===== src/rtl/mux_pkg.sv =====
`default_nettype none
// ============================================================================
//  Module      : mux_pkg
//  Description : Shared constants and helpers for the mux_scan block.
//  Revision    : 1.0  initial release
// ============================================================================
package mux_pkg;

    localparam logic MODE_DIRECT = 1'b0;
    localparam logic MODE_SCAN   = 1'b1;

    // Width of an index/counter covering 0..n-1, never narrower than 1 bit.
    function automatic int idx_width(input int n);
        return (n > 1) ? $clog2(n) : 1;
    endfunction

endpackage : mux_pkg
`default_nettype wire


===== src/rtl/mux_scan_if.sv =====
`default_nettype none
// ============================================================================
//  Module      : mux_scan_if
//  Description : Output handshake of mux_scan (sample, channel tag, valid,
//                ready). master = producer side, slave = consumer side.
//  Revision    : 1.0  initial release
// ============================================================================
interface mux_scan_if
    import mux_pkg::*;
#(
    parameter int N = 8,
    parameter int W = 1
);
    localparam int SW = idx_width(N);

    logic [W-1:0]  y;
    logic          y_valid;
    logic [SW-1:0] y_chan;
    logic          out_ready;

    modport master (output y, output y_valid, output y_chan, input  out_ready);
    modport slave  (input  y, input  y_valid, input  y_chan, output out_ready);

endinterface : mux_scan_if
`default_nettype wire


===== src/rtl/mux_scan_next.sv =====
`default_nettype none
// ============================================================================
//  Module      : mux_scan_next
//  Description : Rotating priority finder: first enabled channel strictly
//                after ptr, searching cyclically upward. Returns ptr itself
//                when it is the only enabled channel.
//  Revision    : 1.0  initial release
// ============================================================================
module mux_scan_next
    import mux_pkg::*;
#(
    parameter int N  = 8,
    parameter int SW = idx_width(N)
) (
    input  wire logic [N-1:0]  chan_en,
    input  wire logic [SW-1:0] ptr,
    output logic      [SW-1:0] nxt,
    output logic               any
);

    // Scan offsets from farthest to nearest so the nearest enabled one wins.
    always_comb begin
        logic [SW:0] idx;
        nxt = '0;
        idx = '0;
        for (int i = N; i >= 1; i--) begin
            idx = {1'b0, ptr} + (SW+1)'(i);
            if (idx >= (SW+1)'(N)) begin
                idx = idx - (SW+1)'(N);
            end
            if (chan_en[idx[SW-1:0]]) begin
                nxt = idx[SW-1:0];
            end
        end
    end

    assign any = |chan_en;

endmodule : mux_scan_next
`default_nettype wire


===== src/rtl/mux_scan.sv =====
`default_nettype none
// ============================================================================
//  Module      : mux_scan
//  Description : N-channel, W-bit registered multiplexer with direct select
//                and round-robin scan modes, driving a one-entry
//                valid/ready output slice.
//  Revision    : 1.0  initial release
// ============================================================================
module mux_scan
    import mux_pkg::*;
#(
    parameter int N     = 8,
    parameter int W     = 1,
    parameter int DWELL = 1
) (
    input  wire logic            clk,
    input  wire logic            reset_n,
    input  wire logic [N*W-1:0]  d,
    input  wire logic [idx_width(N)-1:0] s,
    input  wire logic            mode,
    input  wire logic [N-1:0]    chan_en,
    input  wire logic            hold,
    mux_scan_if.master           bus
);

    localparam int SW = idx_width(N);
    localparam int DW = idx_width(DWELL);

    logic [W-1:0]  chans [N];
    logic [SW-1:0] ptr;
    logic [DW-1:0] dwell_cnt;
    logic [SW-1:0] sel_direct;
    logic [SW-1:0] sel;
    logic          src_ok;
    logic          load;
    logic [SW-1:0] nxt;
    logic          any;

    // Unflatten the channel bus into an indexable array.
    for (genvar k = 0; k < N; k++) begin : g_chan
        assign chans[k] = d[k*W +: W];
    end

    // Out-of-range external selects fall back to channel 0.
    assign sel_direct = ({1'b0, s} >= (SW+1)'(N)) ? '0 : s;
    assign sel        = (mode == MODE_SCAN) ? ptr : sel_direct;
    assign src_ok     = (mode == MODE_SCAN) ? chan_en[ptr] : 1'b1;
    assign load       = (!bus.y_valid || bus.out_ready) && src_ok;

    mux_scan_next #(.N(N), .SW(SW)) u_next (
        .chan_en (chan_en),
        .ptr     (ptr),
        .nxt     (nxt),
        .any     (any)
    );

    // Output slice: load a fresh sample when free, drop valid when drained
    // with nothing to replace it, otherwise hold.
    always_ff @(posedge clk or negedge reset_n) begin
        if (!reset_n) begin
            bus.y       <= '0;
            bus.y_valid <= 1'b0;
            bus.y_chan  <= '0;
        end else if (load) begin
            bus.y       <= chans[sel];
            bus.y_valid <= 1'b1;
            bus.y_chan  <= sel;
        end else if (bus.y_valid && bus.out_ready) begin
            bus.y_valid <= 1'b0;
        end
    end

    // Scan pointer and dwell counter; direct mode keeps the pointer tracking
    // the external select so a later scan resumes from there.
    always_ff @(posedge clk or negedge reset_n) begin
        if (!reset_n) begin
            ptr       <= '0;
            dwell_cnt <= '0;
        end else if (mode == MODE_DIRECT) begin
            ptr       <= sel_direct;
            dwell_cnt <= '0;
        end else if (hold) begin
            ptr       <= ptr;
            dwell_cnt <= dwell_cnt;
        end else if (!chan_en[ptr]) begin
            if (any) begin
                ptr       <= nxt;
                dwell_cnt <= '0;
            end
        end else if (load) begin
            if (dwell_cnt == DW'(DWELL - 1)) begin
                dwell_cnt <= '0;
                ptr       <= nxt;
            end else begin
                dwell_cnt <= dwell_cnt + 1'b1;
            end
        end
    end

endmodule : mux_scan
`default_nettype wire


===== src/flat_wrapper.sv =====
// flat-port wrapper written by rule: the top's interface ports become plain ports
module mux_scan_flat import mux_pkg::*;
#(
    parameter int N     = 8,
    parameter int W     = 1,
    parameter int DWELL = 1
)
  (clk, reset_n, d, s, mode, chan_en, hold, bus_y, bus_y_valid, bus_y_chan, bus_out_ready);
  mux_scan_if #(.N(N), .W(W)) bus_i ();
  input  wire logic clk;
  input  wire logic reset_n;
  input  wire logic [N*W-1:0] d;
  input  wire logic [idx_width(N)-1:0] s;
  input  wire logic mode;
  input  wire logic [N-1:0] chan_en;
  input  wire logic hold;
  output wire logic [$bits(bus_i.y)-1:0] bus_y;
  output wire logic [$bits(bus_i.y_valid)-1:0] bus_y_valid;
  output wire logic [$bits(bus_i.y_chan)-1:0] bus_y_chan;
  input wire logic [$bits(bus_i.out_ready)-1:0] bus_out_ready;
  assign bus_y = bus_i.y;
  assign bus_y_valid = bus_i.y_valid;
  assign bus_y_chan = bus_i.y_chan;
  assign bus_i.out_ready = bus_out_ready;
  mux_scan #(.N(N), .W(W), .DWELL(DWELL)) u_core (.clk(clk), .reset_n(reset_n), .d(d), .s(s), .mode(mode), .chan_en(chan_en), .hold(hold), .bus(bus_i));
endmodule

===== config.mk =====
export PLATFORM = sky130hd
export DESIGN_NAME = mux_scan_flat
export DESIGN_NICKNAME = d
export VERILOG_FILES = /design/src/rtl/mux_pkg.sv /design/src/rtl/mux_scan_if.sv /design/src/rtl/mux_scan_next.sv /design/src/rtl/mux_scan.sv /design/src/flat_wrapper.sv
export SDC_FILE = /design/constraint.sdc
export NUM_CORES = 1
export LEC_CHECK = 0
export CAP_MARGIN = 20
export CORE_MARGIN = 3
export CORE_UTILIZATION = 30
export CTS_BUF_LIST = sky130_fd_sc_hd__clkbuf_4
export CTS_CLUSTER_DIAMETER = 120
export DETAILED_ROUTE_END_ITERATION = 10
export PLACE_DENSITY = 0.61
export SYNTH_ARGS = -nofsm -noshare
export SYNTH_HDL_FRONTEND = slang
export SYNTH_SLANG_ARGS = --single-unit

===== constraint.sdc =====
create_clock -name clk -period 2.55 [get_ports clk]
set_input_delay 0.51 -clock clk [delete_from_list [all_inputs] [get_ports clk]]
set_output_delay 0.51 -clock clk [all_outputs]
set_load 0.03 [all_outputs]

==> impl_metrics.yaml, run 1 <==
timing:
  slew_viol_final: 0
  final-hold-violation-count: 0
  report.final.setup_viol: 0
  fin_worst_skew_ns: 0.00918
  max_clock_freq_mhz: 397
  tightestPinTransition_ns: 0.530
  unrepaired_setup_endpoints_after_global_routing: "yes"
  slew_headroom: 0.646
  final_min_period_over_clock_period: 0.987
  period_minus_slack_ns: 2.52
power:
  power_report.internal_total_mw: 1.56
  power_switching_share: 0.469
  p_leak_nw: 0.813
  switching_power_mw: 1.38
  cellPowerDensity_nw_per_um2: 1530
  peakVddDrop_mv: 0.786
  clock_power_share: 0.036
  seqPwrFrac: 0.084
  comb_power_share: 0.880
  total_power_mw: 2.93
synth:
  synth_edf_count: 0
  synthTopCellsByArea: "sky130_fd_sc_hd__dfrtp_1 (15%), sky130_fd_sc_hd__mux2i_1 (13%), sky130_fd_sc_hd__mux4_1 (7.9%)"
  synth_area_per_cell_sq_um: 9.58
  yosys_register_bits: 8
  synthesis.yosys.warnings: 0
  synth_top_area_share: 0.150
  syn_nets: 165
  synth_area_sq_um: 1330
  postSynthCellCount: 139
  synth.lib_cells_used.distinct: 39
  synth.cells.most_frequent: "sky130_fd_sc_hd__mux2i_1 (17), sky130_fd_sc_hd__a21oi_1 (11), sky130_fd_sc_hd__nor2_1 (10)"
  synthMostInstantiatedCell: "sky130_fd_sc_hd__mux2i_1"
  dominantRegCellSynth: "sky130_fd_sc_hd__dfrtp_1"
  ys_async_sr_fraction: 1.00
  synth_area_leader_cell: "sky130_fd_sc_hd__dfrtp_1"
  synth-seq-area-share: 0.150
global_routing:
  grt_first_pass_wirelength_mm: 6.53
  first_global_vias: 1350
  grt.overflow.total: 0
  track_usage: 0.155
  maximum_number_of_pins_on_one_net_before_global_route_repair: 15
  number_of_antenna_violations_at_the_first_check_in_global_routing: 0
finish:
  final.fill_count: 399
  final_std_cell_area_no_fill_sq_um: 1920
  finalNetCount: 225
  area_growth_pct: 44.0
  area.sequential_sq_um: 200
  multiInputGateArea_sq_um: 1030
  antennaDiodeCount: 0
  layout-drive-gt1-share: 0.335
die:
  area_of_the_die_sq_um: 5270
  std_cell_rows: 23
  fp.coreArea_sq_um: 4140
  initial_utilization: 0.321
  die_h_um: 72.6
  number_of_top_level_pins: 29
  fp.dieW_um: 72.6
flow_run:
  maxCapViolCount: 0
setup_path:
  critical_path_type: "register to register"
  path_max_fanout: 7
  worst_setup_path_end_kind: "register"
  timing.critical_path.required_ns: 2.70
  arrival_ns: 2.67
  cp-start-kind: "register"
cts:
  clock_tree.root_cell: "sky130_fd_sc_hd__clkbuf_4"
  clock_path_buffers: 2
  cts.clk_slew.worst_paths_ns: 0.07
  tritoncts: "built"
  clkSinkCount: 8
  cts.hold.buffers_added: 0
  cts-buffers-inserted: 3
  cts_max_level: 1
  worst_skew_pair.late_latency_ns: 0.26
drt:
  routed_wire_length_per_instance_um: 15.7
  avgViaCountPerCell: 5.46
  drc: 0
  drtIter0Drc: 62
  route.antenna.remaining_nets: 0
  detailroute.via_count: 1348
  detail_route.wirelength_mm: 3.88
  drt_pre_antenna_iters: 4
worst_hold_path:
  hp-class: "input pin to async pin"
placed_design:
  hpwlAfterDp_mm: 3.16
  placement.io_buffers: 28
  dpl-instance-area_sq_um: 1830
  routabilityCongestion: 0.954
run_status:
  status: "finished clean"
through the flow:
step                TNS, ns  hold slack (ns)  cells  setup slack, ns  utilization
floorplan            -0.166            0.214    139          -0.0912            -
global placement     -0.633            0.512    239           -0.245        0.442
detailed placement   -0.695            0.520    239           -0.271        0.442
CTS                       0            0.538    247          0.00533        0.456
global route         -0.270            0.565    247           -0.122        0.463
finish                    0            0.533    247           0.0332        0.463
path summary, 6_finish.rpt:
path                                            from                   endpoint  slack (ns)  cells past startpoint
max                        u_core.ptr[0]$_DFFE_PN0P_  u_core.ptr[1]$_DFFE_PN0P_        0.03                     10
max reg2reg                u_core.ptr[0]$_DFFE_PN0P_  u_core.ptr[1]$_DFFE_PN0P_        0.03                     10
min                                          reset_n   u_core.bus.y$_DFFE_PN0P_        0.53                      1
max in group asynchronous                    reset_n  u_core.ptr[0]$_DFFE_PN0P_        1.73                      1
min reg2reg                 u_core.bus.y$_DFFE_PN0P_   u_core.bus.y$_DFFE_PN0P_        0.53                      2
min in group clk            u_core.bus.y$_DFFE_PN0P_   u_core.bus.y$_DFFE_PN0P_        0.53                      2
logic make-up (layout without fill, tap and decap cells):
family,after synthesis,in the layout,synth area share
compound gates,43,43,0.230
xor+xnor,3,3,0.0254
fa+ha+maj,2,2,0.0188
buf+inv,17,75,0.104
flops,8,8,0.150
mux,31,31,0.331
simple gates,35,35,0.140
worst max-delay path: stages (launching register included):
cell and delay, ns:
sky130_fd_sc_hd__dfrtp_1 0.43, sky130_fd_sc_hd__buf_12 0.16, sky130_fd_sc_hd__inv_8 0.05, sky130_fd_sc_hd__ha_4 0.22, sky130_fd_sc_hd__mux2i_2 0.18, sky130_fd_sc_hd__mux2_2 0.31, sky130_fd_sc_hd__a221oi_4 0.43, sky130_fd_sc_hd__mux2i_1 0.13
sky130_fd_sc_hd__a31oi_1 0.14, sky130_fd_sc_hd__o22ai_1 0.10, sky130_fd_sc_hd__mux2_2 0.26
placed cells by master, fill, tap and decap left out, types with 5 or more instances in the layout:
cell	n
sky130_fd_sc_hd__buf_4	34
sky130_fd_sc_hd__clkdlybuf4s50_1	26
sky130_fd_sc_hd__mux2i_1	15
sky130_fd_sc_hd__a21oi_1	11
sky130_fd_sc_hd__nor2_1	10
sky130_fd_sc_hd__nand2_1	9
sky130_fd_sc_hd__inv_1	8
sky130_fd_sc_hd__dfrtp_1	8
sky130_fd_sc_hd__o21ai_0	7
sky130_fd_sc_hd__nor2b_1	5
sky130_fd_sc_hd__a211oi_1	5
final cells by class:
cell class                 count  area share
multi-input combinational    114       0.537
timing repair buffer          63       0.292
sequential                     8       0.104
tap                           50      0.0326
inverter                       9      0.0215
clock buffer                   3      0.0117
state kept, by name, indices dropped and copies added, names as in the netlist:
signal / flops
u_core.ptr: 3
u_core.bus.y: 1
u_core.bus.y_valid: 1
u_core.bus.y_chan: 3
timing repair:
action	CTS	global route
setup endpoints to repair	2	3
buffers inserted	5	0
pin swaps	0	1
gates resized for setup	4	7
layer usage:
| metal | routed length, um | vias up | part of all wire | track usage |
|---|---|---|---|---|
| met4 | 51 | 0 | 0.013 | 0.0389 |
| met2 | 2000 | 32 | 0.51 | 0.261 |
| met3 | 147 | 4 | 0.038 | 0.0165 |
| met5 | 0 | - | 0 | 0 |
| met1 | 1680 | 656 | 0.43 | 0.212 |
| li1 | - | 656 | - | - |
power by group through the flow:
stage | clock, mW | sequential, mW | combinational, mW
final | 0.105 | 0.247 | 2.58
after floorplan | 0 | 0.299 | 1.62
after detailed placement | 0 | 0.250 | 2.38
after CTS | 0.108 | 0.248 | 2.51
after global routing | 0.121 | 0.259 | 2.79
after global placement | 0 | 0.250 | 2.36
Power figures use the tool's default switching activity.
==> inputs of run 2 (changes only) <==
==> constraint.sdc (replaced) <==
create_clock -name clk -period 2.55 [get_ports clk]
set_input_delay 0.51 -clock clk [delete_from_list [all_inputs] [get_ports clk]]
set_output_delay 0.51 -clock clk [all_outputs]
set_load 0.05 [all_outputs]
==> results of run 2 <==
Same layout as run 1 (identical final DEF). Status: finished clean.
Main changes from that run: total power 2.93 mW -> 2.99 mW
